## config.mk

```make
export PLATFORM = sky130hd
export DESIGN_NAME = wavetable_osc
export DESIGN_NICKNAME = d
export VERILOG_FILES = /design/src/rtl/wavetable_osc.sv
export SDC_FILE = /design/constraint.sdc
export NUM_CORES = 1
export LEC_CHECK = 0
export BUFFER_PORTS_ARGS = -buffer_cell sky130_fd_sc_hd__buf_2
export CAP_MARGIN = 5
export CORE_ASPECT_RATIO = 1.1
export CORE_MARGIN = 3
export CORE_UTILIZATION = 30
export CTS_BUF_LIST = sky130_fd_sc_hd__clkbuf_16
export DETAILED_ROUTE_END_ITERATION = 7
export PLACE_DENSITY = 0.59
export SYNTH_ARGS = -nofsm -noshare
export SYNTH_HDL_FRONTEND = slang
export SYNTH_SLANG_ARGS = --single-unit
```

## constraint.sdc

```tcl
create_clock -name clk -period 2.6 [get_ports clk]
set_clock_uncertainty 0.15 [all_clocks]
set_input_delay 0.13 -clock clk [delete_from_list [all_inputs] [get_ports clk]]
set_output_delay 0.13 -clock clk [all_outputs]
set_load 0.02 [all_outputs]
```

## src/rtl/wavetable_osc.sv

```systemverilog
// DDS wavetable oscillator: advances a phase per sample tick, reads the waveform RAM and emits
// a two's-complement sample. Define WT_INTERP_EN for linear interpolation between adjacent entries.
module wavetable_osc #(
    parameter int unsigned PHASE_W = 24,
    parameter int unsigned ADDR_W  = 9,
    parameter int unsigned DATA_W  = 16
) (
    input  logic               clk,
    input  logic               rst,
    input  logic               sample_tick,
    input  logic               note_on,
    input  logic [PHASE_W-1:0] tune_word,
    output logic [ADDR_W-1:0]  ram_addr,
    output logic               ram_ce,
    output logic               ram_re,
    output logic               ram_we,
    output logic [DATA_W-1:0]  ram_wdata,
    input  logic [DATA_W-1:0]  ram_rdata,
    output logic [DATA_W-1:0]  sample,
    output logic               sample_valid,
    output logic               busy,
    output logic               overrun
);

    typedef enum logic [2:0] {
        StIdle, StFetch0, StCap0, StFetch1, StCap1, StInterp, StOut
    } state_e;

    // Flipping the MSB converts offset-binary table data to two's complement.
    localparam logic [DATA_W-1:0] SignFlip = {1'b1, {(DATA_W-1){1'b0}}};

    state_e              state_q, state_d;
    logic [PHASE_W-1:0]  phase_q;
    logic [ADDR_W-1:0]   ram_addr_q;
    logic [DATA_W-1:0]   sample_q;
    logic                mute_valid_q;
    logic                overrun_q;
    logic                accept;

    assign accept = sample_tick && (state_q == StIdle);

`ifdef WT_INTERP_EN
    logic [DATA_W-1:0]        s0_q, s1_q;
    logic [7:0]               frac_q;
    logic signed [DATA_W:0]   diff;
    logic signed [DATA_W+9:0] prod;
    logic [DATA_W-1:0]        interp_y;
    logic                     unused_prod;

    always_comb begin
        diff     = $signed({1'b0, s1_q}) - $signed({1'b0, s0_q});
        prod     = diff * $signed({1'b0, frac_q});
        interp_y = s0_q + prod[DATA_W+7:8];
    end

    assign unused_prod = ^{prod[DATA_W+9:DATA_W+8], prod[7:0]};
`endif

    always_ff @(posedge clk) begin
        if (rst) begin
            state_q <= StIdle;
        end else begin
            state_q <= state_d;
        end
    end

    always_comb begin
        state_d = state_q;
        unique case (state_q)
            StIdle:   if (sample_tick && note_on) state_d = StFetch0;
            StFetch0: state_d = StCap0;
`ifdef WT_INTERP_EN
            StCap0:   state_d = StFetch1;
            StFetch1: state_d = StCap1;
            StCap1:   state_d = StInterp;
            StInterp: state_d = StOut;
`else
            StCap0:   state_d = StOut;
`endif
            StOut:    state_d = StIdle;
            default:  state_d = StIdle;
        endcase
    end

    always_comb begin
        ram_ce       = (state_q == StFetch0) || (state_q == StFetch1);
        ram_re       = ram_ce;
        ram_we       = 1'b0;
        ram_wdata    = '0;
        ram_addr     = ram_addr_q;
        busy         = (state_q != StIdle);
        sample       = sample_q;
        sample_valid = (state_q == StOut) || mute_valid_q;
        overrun      = overrun_q;
    end

    always_ff @(posedge clk) begin
        if (rst) begin
            phase_q      <= '0;
            ram_addr_q   <= '0;
            sample_q     <= '0;
            mute_valid_q <= 1'b0;
            overrun_q    <= 1'b0;
`ifdef WT_INTERP_EN
            s0_q         <= '0;
            s1_q         <= '0;
            frac_q       <= '0;
`endif
        end else begin
            mute_valid_q <= 1'b0;
            if (sample_tick && !accept) begin
                overrun_q <= 1'b1;
            end
            case (state_q)
                StIdle: begin
                    if (accept && note_on) begin
                        ram_addr_q <= phase_q[PHASE_W-1 -: ADDR_W];
                        phase_q    <= phase_q + tune_word;
`ifdef WT_INTERP_EN
                        frac_q     <= phase_q[PHASE_W-ADDR_W-1 -: 8];
`endif
                    end else if (accept) begin
                        phase_q      <= '0;
                        sample_q     <= '0;
                        mute_valid_q <= 1'b1;
                    end
                end
`ifdef WT_INTERP_EN
                StCap0: begin
                    s0_q       <= ram_rdata;
                    ram_addr_q <= ram_addr_q + ADDR_W'(1);
                end
                StCap1:   s1_q     <= ram_rdata;
                StInterp: sample_q <= interp_y ^ SignFlip;
`else
                // Sample is loaded here so that it is stable throughout the OUT cycle.
                StCap0:   sample_q <= ram_rdata ^ SignFlip;
`endif
                default: ;
            endcase
        end
    end

endmodule
```

# After elaboration in Yosys (flattened, before gate mapping)
# Index checks and enable logic that the tools add are counted.
# totals
in_bits	44
word_cells	39
regBits	54
# classes
bitwise_logic	2
n_reduce_logical	15
eq_ne	7
n_addsub	1
n_mux	8
# ops
cell	n
two-way mux 24 bit	2
two-way mux 16 bit	2
case mux 16 bit (2 select lines)	1
adder 24 bit	1
case mux 3 bit (3 select lines)	1
== test 3 x 2 -> 1 bit (second input constant)	2
logical AND 1 bit	4
!= test 2 bit (second input constant)	2
AND reduction 2 bit	2
nonzero test 2 bit	2
== test 3 x 1 -> 1 bit (second input constant)	1
== test 3 bit (second input constant)	1
zero test 3 bit	1
two-way mux 3 bit	1
AND reduction 3 bit	1
nonzero test 3 bit	1
OR reduction 3 bit	1
logical OR 1 bit	2
!= test 2 x 1 -> 1 bit (second input constant)	1
inverter 1 bit	2
zero test 1 bit	1
two-way mux 1 bit	1

# Longest topological paths before layout
# depth
ltp_word	5
depth_mapped	10
mapped_depth_nobuf	10

# Worst setup path after synthesis
# No wires, ideal clock.
# synth_path
path_kind	flip-flop to flip-flop
from	register phase_q[1]
to	register phase_q[23]
setup_slack_ns	0.047
path_stages_with_launch	10
setup_ns	0.074
period_less_slack_ns	2.553
arrival_time_ns	2.329
path_cell_list	dfxtp_1 ha_1 a211o_1 a211oi_2 o21ai_1 a211o_1 a31oi_1 xor2_1 or3_2 a31oi_1
# synth_via
elab_chain_cells	2
# synth_rtl
element	line_no	rtl
from (decl)	33	logic [PHASE_W-1:0] phase_q;
from (signal assigned)	118	phase_q <= phase_q + tune_word;
adder 24 bit	118	
two-way mux 24 bit	116	if (accept && note_on) begin
# Every way passes these cells.
# A chain may end at the register's enable or synchronous reset.

# Worst setup path after layout
# layout_path
from	register phase_q[1]
to	register phase_q[21]
# The elaborated chain is that of the path after synthesis.

==> impl_metrics.yaml <==
run_status:
  status: "complete, no violations"
timing:
  finalCritPeriodShare_pct: 98.9
  worst_slack_ps: 27.8
  rsz0062_at_grt: "true"
  slew_violations: 0
  min_period_ps: 2570
  timing.fmax_ghz: 0.389
  hold_viol_final: 0
  setup_viol: 0
worst_setup_path:
  path_cells: "ha_4 > a211o_1 > a211oi_2 > o21ai_2 > a211o_1 > a31oi_1 > o21ai_1 > xor2_1 > a22o_1"
  critical_path_buf_inv_count: 0
  crit_path_max_incr_delay_ps: 350
  cp-end-kind: "flop"
  critPathSlowestCell: "dfxtp_2"
  crit_path_start_kind: "flop"
  crit_top_cell: "a211o_1"
  critPathTopFamily: "compound AO/OA/AOI/OAI gates"
  worst_ep_required_time_ps: 2640
  cp_max_fo: 2
  arrival_ps: 2620
  path_class: "flop to flop"
job:
  maxCapViolCount: 0
hold_path:
  hold_path.class: "primary input to flop"
power_and_ir_drop:
  power_w: 0.00216
  ir_drop_uv: 387
  p_leak_nw: 1.91
  pwr_density_cell_nw_per_um2: 521
cts:
  cts.sinks: 54
  path_clk_slew_ps: 80
  clock-root-buffer: "clkbuf_16"
  htreeDepth: 2
  cts_max_path_buffers: 2
  cts-buffers-inserted: 5
  tritoncts: "built"
  clkLatencyLatePin_ps: 300
cells_and_area:
  design_area_um2: 4150
  num_antenna_cells: 0
  nets: 533
  fin_util_pct: 41.1
  drive_above_1_share_pct: 28.3
  area_delta_synth_final_pct: 31.2
  fin_cells: 606
  nFillCells: 1009
yosys:
  synth_top_area_cell: "dfxtp_1"
  synthDistinctLibCells: 52
  ys_ff_latch: 54
  ys_seq_area_share_pct: 34.2
  syn-cell-area_um2: 3160
  async_flop_share_pct: 0
  synth.top_cell.area_share_pct: 34.2
  syn_inst: 369
  synth_edf_count: 0
  synth_area_per_cell_um2: 8.56
  ys.flop_type: "dfxtp_1"
  yosys-top-cells-area: "dfxtp_1, ha_1, a21oi_1, nand2_1, a22o_1"
  ys_warn_count: 0
place:
  dp_hpwl_um: 6190
  placed_area_um2: 3640
  dp.cells: 578
  portBuffers: 73
  pre_cts_ws_ps: -81.2
  gp_congestion: 0.876
grt:
  grt_util_met2_pct: 25.3
  grt_pass1_wl_um: 14500
  met1_usage_pct: 18.7
  grt_max_degree: 25
  antenna_found_initial: 0
  grt_pass1_vias: 2992
  overflow: 0
  grtUsageMet3_pct: 2.49
  busiest_layer: "met2"
  grtUsageTotal_pct: 14.7
detailed_routing:
  routed_via_density: 4.99
  drtIter0Drc: 181
  dr.pass1.iters: 5
  routed_wl_um: 8820
  ant_nets: 0
  num_vias: 3025
  wire_per_inst_um: 14.5
  drc: 0
floorplan:
  core_area_um2: 10100
  ios: 91
  initial_core_util_pct: 31.3
  std_cell_rows: 38
  fp.dieW_um: 104
  die-area_um2: 11800
  chipHeight_um: 114
[path summary, 6_finish.rpt]
kind | start | to | slack (ps) | cells after the start
setup / recovery | phase_q[1] | phase_q[21] | 30 | 9
hold / removal | note_on | mute_valid_q | 40 | 2
setup reg to reg | phase_q[1] | phase_q[21] | 30 | 9
hold reg to reg | phase_q[11] | phase_q[11] | 310 | 2
[synth_stat cells (all sizes together) (3+ instances only)]
library cell and count:
nand3 9, xnor2 14, o21a 6, xor2 6, dfxtp 54, nor2 32
clkbuf 17, a211oi 3, nor3 9, a22oi 13, o21ai 7, inv 9
a31oi 4, buf 20, a211o 3, ha 23, a21oi 38, a21o 11
a22o 17, nand2 42, and3 4
[state kept, by name, indices dropped and copies added (netlist names)]
register	flops
mute_valid_q	1
phase_q	24
sample	16
state_q	3
ram_addr	9
overrun	1
[worst register-to-register path, stage by stage, from the launching register on]
cell	delay, ps
dfxtp_2	350
ha_4	200
a211o_1	310
a211oi_2	290
o21ai_2	90
a211o_1	300
a31oi_1	330
o21ai_1	120
xor2_1	150
a22o_1	180
[final cells by class]
class                   instances  area [µm²]  share of cell area (%)
clock buffers                   5         125                    3.02
clock inverters                 3        28.8                   0.694
inverters                       9        33.8                   0.815
multi-input cells             285        2010                    48.6
flip-flops and latches         54        1080                    26.2
well taps                     140         175                    4.22
repair buffers                110         686                    16.5
[metal layers]
metal	share of wire (%)	vias to the layer above
met4	2.7	0
met5	0	-
li1	-	1483
met2	49	83
met1	45	1438
met3	3.8	21
[through the flow]
step           hold WS (ps)  setup TNS, ps
6_report               44.5              0
5_1_grt                47.5           -308
4_1_cts                34.9          -1.69
3_5_place_dp            192           -146
3_3_place_gp            175          -17.9
2_1_floorplan          91.0              0
[cell usage in the layout (no fill, tap or decap), drive strengths merged, types with 2 or more instances in the layout]
cell	netlist	layout
buf	20	93
dfxtp	54	54
nand2	42	42
a21oi	38	38
nor2	32	32
ha	23	23
a22o	17	17
conb	1	17
dlygate4sd3	0	17
xnor2	14	14
a22oi	13	13
a21o	11	11
inv	9	11
nor3	9	9
nand3	9	9
o21ai	7	7
o21a	6	6
xor2	6	6
clkbuf	17	5
a31oi	4	4
and3	4	4
a211o	3	3
a211oi	3	3
nor4b	2	2
nor3b	2	2
o311ai	2	2
a32oi	2	2
o31ai	2	2
o211a	2	2
[cell families (layout without fill, tap and decap cells)]
family                   Yosys count  in the layout  synth area share, %
AND/OR/NAND/NOR                  105            105                 14.9
XOR/XNOR                          20             20                 5.54
AO/OA/AOI/OAI                    119            119                 26.7
flip-flops                        54             54                 34.2
buffers and inverters             46            127                 8.83
adder cells (fa/ha/maj)           24             24                 9.74
other                              1             17                0.119
[where the power goes]
| group | switching, W | internal, W |
|---|---|---|
| Sequential | 0.0000271 | 0.000865 |
| Combinational | 0.000316 | 0.000242 |
| Clock | 0.000340 | 0.000370 |
[what timing repair did]
action | in CTS | in global routing
endpoints found under the setup margin | 5 | 11
hold endpoints to repair | 17 | 0
gates resized for setup | 9 | 17
hold buffers | 17 | 0
pin swaps | 12 | 9
setup buffers | 2 | 1
Power figures use the tool's default switching activity.
